## src/rtl/hazard_unit_mc.sv

```systemverilog
// Pipeline hazard unit: E/D forwarding, load-use/branch/multi-cycle stalls and a
// countdown scoreboard for one multi-cycle unit. Optional stall counter under HAZARD_PERF_EN.
module hazard_unit_mc #(
    parameter int unsigned REG_ADDR_W = 5,
    parameter int unsigned MUL_LAT    = 4
) (
    input  logic                  CLK,
    input  logic                  RST,
    input  logic                  BranchD,
    input  logic                  JumpD,
    input  logic                  MulD,
    input  logic [REG_ADDR_W-1:0] RsD,
    input  logic [REG_ADDR_W-1:0] RtD,
    input  logic [REG_ADDR_W-1:0] RsE,
    input  logic [REG_ADDR_W-1:0] RtE,
    input  logic [REG_ADDR_W-1:0] WriteRegE,
    input  logic                  RegWriteE,
    input  logic                  MemtoRegE,
    input  logic                  MulStartE,
    input  logic [REG_ADDR_W-1:0] WriteRegM,
    input  logic                  RegWriteM,
    input  logic                  MemtoRegM,
    input  logic [REG_ADDR_W-1:0] WriteRegW,
    input  logic                  RegWriteW,
    output logic [1:0]            ForwardAE,
    output logic [1:0]            ForwardBE,
    output logic                  ForwardAD,
    output logic                  ForwardBD,
    output logic                  StallF,
    output logic                  StallD,
    output logic                  FlushE,
    output logic                  MulBusy,
    output logic                  MulWbW,
    output logic [REG_ADDR_W-1:0] MulDest
`ifdef HAZARD_PERF_EN
    ,
    output logic [31:0]           StallCount
`endif
);

    localparam int unsigned CNT_W = $clog2(MUL_LAT + 1);

    logic [CNT_W-1:0]      cnt_q, cnt_d;
    logic [REG_ADDR_W-1:0] mul_dest_q, mul_dest_d;
    logic [1:0]            fwd_ae, fwd_be;
    logic                  busy, lwstall, brstall, mulstall, stall_any;
    logic                  unused_jump;

    // Jumps resolve in D without reading registers, so they never stall.
    assign unused_jump = JumpD;

    // Register 0 is hardwired, so it never creates a dependency.
    function automatic logic reg_hit(input logic [REG_ADDR_W-1:0] a,
                                     input logic [REG_ADDR_W-1:0] b);
        return (a != '0) && (a == b);
    endfunction

    function automatic logic [1:0] fwd_sel(input logic [REG_ADDR_W-1:0] src);
        logic [1:0] sel;
        sel = 2'b00;
        if (RegWriteM && reg_hit(src, WriteRegM)) begin
            sel = 2'b10;
        end else if (RegWriteW && reg_hit(src, WriteRegW)) begin
            sel = 2'b01;
        end
        return sel;
    endfunction

    assign fwd_ae = fwd_sel(RsE);
    assign fwd_be = fwd_sel(RtE);

    assign busy     = (cnt_q != '0);
    assign lwstall  = MemtoRegE && (reg_hit(RsD, WriteRegE) || reg_hit(RtD, WriteRegE));
    assign brstall  = BranchD &&
                      ((RegWriteE && (reg_hit(RsD, WriteRegE) || reg_hit(RtD, WriteRegE))) ||
                       (MemtoRegM && (reg_hit(RsD, WriteRegM) || reg_hit(RtD, WriteRegM))));
    assign mulstall = busy && (reg_hit(RsD, mul_dest_q) || reg_hit(RtD, mul_dest_q) || MulD);
    assign stall_any = lwstall || brstall || mulstall;

    // All outputs are held at zero while reset is asserted.
    assign ForwardAE = RST ? 2'b00 : fwd_ae;
    assign ForwardBE = RST ? 2'b00 : fwd_be;
    assign ForwardAD = !RST && RegWriteM && reg_hit(RsD, WriteRegM);
    assign ForwardBD = !RST && RegWriteM && reg_hit(RtD, WriteRegM);
    assign StallF    = !RST && stall_any;
    assign StallD    = !RST && stall_any;
    assign FlushE    = !RST && stall_any;
    assign MulBusy   = !RST && busy;
    assign MulWbW    = !RST && (cnt_q == CNT_W'(1));
    assign MulDest   = RST ? '0 : mul_dest_q;

    // Scoreboard next state: a start is only honoured when the unit is idle.
    always_comb begin
        cnt_d      = cnt_q;
        mul_dest_d = mul_dest_q;
        if (busy) begin
            cnt_d = cnt_q - CNT_W'(1);
        end else if (MulStartE) begin
            cnt_d      = CNT_W'(MUL_LAT);
            mul_dest_d = WriteRegE;
        end
    end

    always_ff @(posedge CLK) begin
        if (RST) begin
            cnt_q      <= '0;
            mul_dest_q <= '0;
        end else begin
            cnt_q      <= cnt_d;
            mul_dest_q <= mul_dest_d;
        end
    end

`ifdef HAZARD_PERF_EN
    logic [31:0] stall_count_q;

    // Saturating count of stalled cycles.
    always_ff @(posedge CLK) begin
        if (RST) begin
            stall_count_q <= '0;
        end else if (stall_any && (stall_count_q != 32'hFFFF_FFFF)) begin
            stall_count_q <= stall_count_q + 32'd1;
        end
    end

    assign StallCount = RST ? 32'd0 : stall_count_q;
`endif

endmodule

```

## config.mk

```make
export PLATFORM = sky130hd
export DESIGN_NAME = hazard_unit_mc
export DESIGN_NICKNAME = d
export VERILOG_FILES = /design/src/rtl/hazard_unit_mc.sv
export SDC_FILE = /design/constraint.sdc
export NUM_CORES = 1
export LEC_CHECK = 0
export CAP_MARGIN = 5
export CORE_ASPECT_RATIO = 0.6
export CORE_UTILIZATION = 41
export CTS_CLUSTER_DIAMETER = 120
export DETAILED_ROUTE_END_ITERATION = 10
export PLACE_DENSITY = 0.86
export SLEW_MARGIN = 20
export SYNTH_ARGS = -nofsm -noshare
export SYNTH_HDL_FRONTEND = slang
export SYNTH_SLANG_ARGS = --single-unit
```

## constraint.sdc

```tcl
create_clock -name CLK -period 4.8 [get_ports CLK]
set_clock_uncertainty 0.2 [all_clocks]
set_input_delay 0.48 -clock CLK [delete_from_list [all_inputs] [get_ports CLK]]
set_output_delay 0.48 -clock CLK [all_outputs]
set_load 0.02 [all_outputs]
```

==> metrics.cfg, run 1 <==
[layout]
fin_cells=231
drive_gt1_share_pct=2.49
fin_util_pct=73.9
num-nets-final=250
synthToLayoutAreaGrowth_pct=59.1
fillers=167
final_area_mm2=0.00172
antennaDiodeCount=0

[setup_path]
path_common_cell=clkdlybuf4s50_1
crit_slowest_cell=clkdlybuf4s50_1
criticalPathCategory=in -> out
max_stage_delay_ns=0.59
worstPathMaxFanout=4
endpoint_kind=output port
path_buf_inv=2
regToRegStartpoint=cnt_q[0]
critPathArrivalTime_ns=2.80
critPathTopFamily=buffers and inverters
critPathLaunch=RsD[2]
path_cells=clkdlybuf4s50_1, or4_1, nor2_2, nor4_1, o31ai_1, a31oi_1, clkdlybuf4s50_1
crit_path_start_kind=input port
cp.required_ns=4.12

[sta]
tightest_slew_ns=0.700
fin_setup_tns_ns=0
slew-limit-headroom_pct=53.2
setup-violations-final=0
max_clock_freq_mhz=287
period_needed_ns=3.48
rsz0062_at_grt=false
timing.hold.ws_ns=0.300
layout_setup_ws_ns=1.32
period_share_pct=72.6
hold_viol_final=0
drv_slew=0

[route]
wl_per_cell_um=16.9
first_iter_violations=62
drc=0
drt_pass1_iterations=4
viasPerCell=5.61
vias=1297
wirelength_um=3910
antenna_left=0

[clock_tree]
cts.path.max_buffers=2
clk_pin_slew_ns=0.04
root_buffer=clkbuf_8
ctsResizeCount=0
post_cts.repair.setup_buffers=0
cts_buffers=3
cts_tree=done
clock_latency_ns=0.23
ctsHoldBuffers=0
cts_htree_levels=1
clock_sinks=8

[min_path]
min_from=cnt_q[1]
hold_class=reg -> reg

[synth]
synth_top_family_by_area=XOR/XNOR gates
synth_cells=147
synth.net_count=194
synth-compound-area-share_pct=7.53
synth_most_common_cell=xnor2_1
synth_area_per_cell_um2=7.35
synthTopCellsByArea=xnor2_1 31%, dfxtp_1 15%, xor2_1 9.7%
synth_largest_area_cell=xnor2_1
synth-main-ff-cell=dfxtp_1
netlist_area_mm2=0.00108
synth_top_area_share_pct=30.8
synthAdderAreaFrac_pct=1.16
synthTopCellsByCount=38 x xnor2_1, 12 x nand3_1, 12 x xor2_1
yosysUniqueCellTypes=25
synth-edff-count=0
async_reset_ff_share_pct=0
synth-simple-area-share_pct=31.4
ys_ff_latch=8
synthMuxAreaShare_pct=0
yosys_warnings=0
yosysSeqAreaShare_pct=14.8
post_synth_xor_area_fraction_pct=40.6

[power_and_ir_drop]
power_density_mw_per_mm2=266
ir_drop_mv=0.206
total_power_mw=0.457
leakage_nw=0.569

[place]
gp_congestion=0.921
dpl_worst_slack_ns=1.31
dpl_cell_area_mm2=0.00168
place_inst=228
io_buffers=60
hpwl_um=3310

[floorplan]
fp.dieArea_mm2=0.00285
die_h_um=41.8
rows=13
fp.dieW_um=68.3
boundaryPins=62
start_util_pct=46.4
core_area_mm2=0.00233

[global_route]
grt_first_pass_wirelength_um=5980
grt_max_degree=21
antenna_found_initial=0
grt_pass1_vias=1191
groute.usage.overall_pct=28.7
grt_overflow=0

[run_status]
status=complete, no violations

[flow_run]
drv_cap=0

## tightest hold or removal path: stages (launching register included)
cell	delay [ns]
dfxtp_1	0.32
o21ai_0	0.07
a21oi_1	0.06
## logic make-up after synthesis
group	count (synthesis)
fa+ha+maj	1
simple gates	63
xor+xnor	50
flops	8
compound gates	14
buf+inv	11
## flip-flops by register name, indices dropped and copies added (netlist names)
signal,flops
mul_dest_q,5
cnt_q,3
## power breakdown
part           switching [mW]  leakage, nW  internal, mW
registers              0.0224       0.0657        0.0864
clock network          0.0260       0.0216        0.0543
logic                   0.139        0.481         0.130
total                   0.187        0.569         0.270
## worst paths after layout
path / depth (start not counted) / slack (ns) / endpoint
setup reg to reg: 5 / 3.16 / mul_dest_q[2]
setup / recovery: 7 / 1.32 / FlushE
hold / removal: 2 / 0.30 / cnt_q[1]
hold reg to reg: 2 / 0.30 / cnt_q[1]
## routing by layer
metal | part of all wire, % | wire length (um) | global-route usage [%]
met1 | 42 | 1660 | 39.0
met2 | 46 | 1780 | 46.5
met3 | 12 | 467 | 8.52
met4 | 0 | 0 | 1.25
met5 | 0 | 0 | 0
## final cells by class
type                    instances  area, um2  area share (%)
multi-input cells             128        871            50.7
repair buffers                 60        601            35.0
flip-flops and latches          8        160            9.32
clock buffers                   3       41.3            2.40
well taps                      30       37.5            2.18
inverters                       2       7.51           0.437
## cells in the final DEF (no fill, tap or decap)
| cell type | Yosys | routed |
|---|---|---|
| a211oi_1 | 1 | 1 |
| a21o_1 | 1 | 1 |
| a21oi_1 | 6 | 6 |
| a31oi_1 | 1 | 1 |
| clkbuf_8 | 0 | 3 |
| clkdlybuf4s50_1 | 0 | 60 |
| dfxtp_1 | 8 | 8 |
| ha_1 | 1 | 1 |
| inv_1 | 2 | 2 |
| nand2_1 | 11 | 11 |
| nand2b_1 | 2 | 2 |
| nand3_1 | 12 | 12 |
| nand4_1 | 4 | 4 |
| nor2_1 | 7 | 7 |
| nor2_2 | 2 | 2 |
| nor2b_1 | 8 | 8 |
| nor3_1 | 2 | 2 |
| nor4_1 | 10 | 10 |
| nor4b_1 | 1 | 1 |
| o211ai_1 | 1 | 1 |
| o21ai_0 | 3 | 3 |
| o31ai_1 | 1 | 1 |
| or4_1 | 4 | 4 |
| xnor2_1 | 38 | 38 |
| xor2_1 | 12 | 12 |
(Power assumes the default switching activity.)
==> inputs of run 2 (changes only) <==
--- a/config.mk
+++ b/config.mk
@@ -7,10 +7,10 @@
 export LEC_CHECK = 0
 export CAP_MARGIN = 5
 export CORE_ASPECT_RATIO = 0.6
-export CORE_UTILIZATION = 41
+export CORE_UTILIZATION = 35
 export CTS_CLUSTER_DIAMETER = 120
 export DETAILED_ROUTE_END_ITERATION = 10
-export PLACE_DENSITY = 0.86
+export PLACE_DENSITY = 0.78
 export SLEW_MARGIN = 20
 export SYNTH_ARGS = -nofsm -noshare
 export SYNTH_HDL_FRONTEND = slang
==> constraint.sdc (replaced) <==
create_clock -name CLK -period 3.19 [get_ports CLK]
set_clock_uncertainty 0.2 [all_clocks]
set_input_delay 0.319 -clock CLK [delete_from_list [all_inputs] [get_ports CLK]]
set_output_delay 0.319 -clock CLK [all_outputs]
set_load 0.02 [all_outputs]
==> run 2 against run 1 <==
Effect of this change:
- the flow now finishes with violations (design-rule violations)
- via count fell by 1.1%
- combinational power rose by 54%
- hold slack improved by 0.0011 ns
- final cell count rose by 8.2%
- routed wire length fell by 2.4%
- critical endpoint is now ForwardBE[0]
- sequential power rose by 49%
- flip-flop and latch count did not move
==> metrics.cfg, run 2 (synthesis gave the netlist of run 1 again) <==
[run_status]
status=complete, but fails checks
violations=design-rule violations

[route]
vias=1283
drc=1
viasPerCell=5.13
drt_pass1_iterations=7
wl_per_cell_um=15.3
antenna_left=0
first_iter_violations=57
wirelength_um=3820

[power_and_ir_drop]
ir_drop_mv=0.267
power_density_mw_per_mm2=393
leakage_nw=0.621
total_power_mw=0.702

[layout]
reg_top3=mul_dest_q x5, cnt_q x3
drive_gt1_share_pct=5.77
layout_common_cells=59 x clkdlybuf4s50_1, 38 x xnor2_1, 12 x xor2_1, 12 x nand3_1, 11 x nand2_1
antennaDiodeCount=0
largest_reg_flops=5
layout_commonest_cell=clkdlybuf4s50_1
num-nets-final=257
regMostFlops=mul_dest_q
synthToLayoutAreaGrowth_pct=65.6
fillers=264

[min_path]
hold_class=reg -> reg

[clock_tree]
cts_htree_levels=1
cts_buffers=3
clk_pin_slew_ns=0.04
clock_latency_ns=0.23
clock_sinks=8
cts_tree=done
post_cts.repair.setup_buffers=0
root_buffer=clkbuf_8
cts.path.max_buffers=2

[setup_path]
path_cells=clkdlybuf4s50_1, or4_1, nor2_1, nor4_1, nor4_1, clkdlybuf4s50_1
path_buf_inv=2
worstPathMaxFanout=3
cp.required_ns=2.67
critPathArrivalTime_ns=2.55
max_stage_delay_ns=0.65
criticalPathCategory=in -> out
critPathTopFamily=buffers and inverters
crit_path_start_kind=input port
endpoint_kind=output port
crit_slowest_cell=clkdlybuf4s50_1

[sta]
fin_setup_tns_ns=0
hold_viol_final=0
rsz0062_at_grt=false
period_needed_ns=3.07
setup-violations-final=0
period_share_pct=96.2
slew-limit-headroom_pct=76.2
tightest_slew_ns=0.353
drv_slew=0
max_clock_freq_mhz=326

[global_route]
grt_first_pass_wirelength_um=5880
use_met3_pct=4.46
grt_overflow=0
grtUsageMet1_pct=31.8
groute.usage.overall_pct=23.8
antenna_found_initial=0
busiest_layer=met2
grt_max_degree=19
grtUsageMet2_pct=38.7
grt_pass1_vias=1273

[flow_run]
drv_cap=0

[place]
io_buffers=60
hpwl_um=3210
gp_congestion=0.854

[floorplan]
start_util_pct=37.1
fp.dieW_um=73.7
fp.dieArea_mm2=0.00332
boundaryPins=62
rows=15
core_area_mm2=0.00291
die_h_um=45.0

-- run 2: cell types whose count changed in the layout (fill, tap and decap cells not counted), sizes merged --
cell	change
buf	+7
clkdlybuf4s50	-1
dlymetal6s2s	+1
-- run 2: area by class of cell --
type	count	area, um2	area share [%]
flip-flops and latches	8	160	8.96
clock buffers	3	41.3	2.31
multi-input cells	128	871	48.7
well taps	42	52.6	2.94
repair buffers	67	656	36.7
inverters	2	7.51	0.420
-- run 2: final timing paths --
kind                 start            to  slack [ns]  depth (start not counted)
hold / removal    cnt_q[1]      cnt_q[1]        0.30                          2
hold reg to reg   cnt_q[1]      cnt_q[1]        0.30                          2
setup reg to reg  cnt_q[0]      cnt_q[2]        1.57                          4
setup / recovery    RtE[1]  ForwardBE[0]        0.12                          6
-- run 2: repair_timing --
action                                 in CTS  in global routing
hold buffers                                0                  0
setup endpoints to repair                   0                  1
endpoints found under the hold margin       0                  0
gates resized for setup                     0                  1
-- run 2: where the power goes --
| group | total, mW | leakage, nW | switching, mW | internal, mW |
|---|---|---|---|---|
| sequential | 0.162 | 0.0657 | 0.0319 | 0.130 |
| combinational | 0.414 | 0.534 | 0.211 | 0.203 |
| clock | 0.127 | 0.0216 | 0.0449 | 0.0822 |
| total | 0.702 | 0.621 | 0.288 | 0.415 |
-- run 2: per-stage QoR --
step	util (%)	instance area (um2)	setup WS (ns)	hold slack (ns)	cells
floorplan	-	1080	0.901	0.267	147
global placement	60.0	1740	0.146	0.279	247
detailed placement	60.0	1740	0.107	0.296	247
CTS	61.4	1790	0.0970	0.302	250
global route	61.5	1790	0.0428	0.323	250
finish	61.5	1790	0.121	0.301	250
-- run 2: metal layers --
| layer | wire length (um) | vias to the layer above |
|---|---|---|
| met1 | 1790 | 574 |
| met5 | 0 | - |
| li1 | - | 625 |
| met3 | 290 | 10 |
| met2 | 1650 | 74 |
| met4 | 88 | 0 |
-- run 2: tightest hold or removal path: cells and delay by family, from the launching register on --
family	cells	cell delay [ns]
compound gates	2	0.13
flops	1	0.32
==> inputs of run 3 (changes only) <==
--- a/config.mk
+++ b/config.mk
@@ -9,6 +9,7 @@
 export CORE_ASPECT_RATIO = 0.6
 export CORE_UTILIZATION = 35
 export CTS_CLUSTER_DIAMETER = 120
+export CTS_CLUSTER_SIZE = 14
 export DETAILED_ROUTE_END_ITERATION = 10
 export PLACE_DENSITY = 0.78
 export SLEW_MARGIN = 20
==> results of run 3 <==
No change in the layout: final DEF, timing and power equal those of run 2.
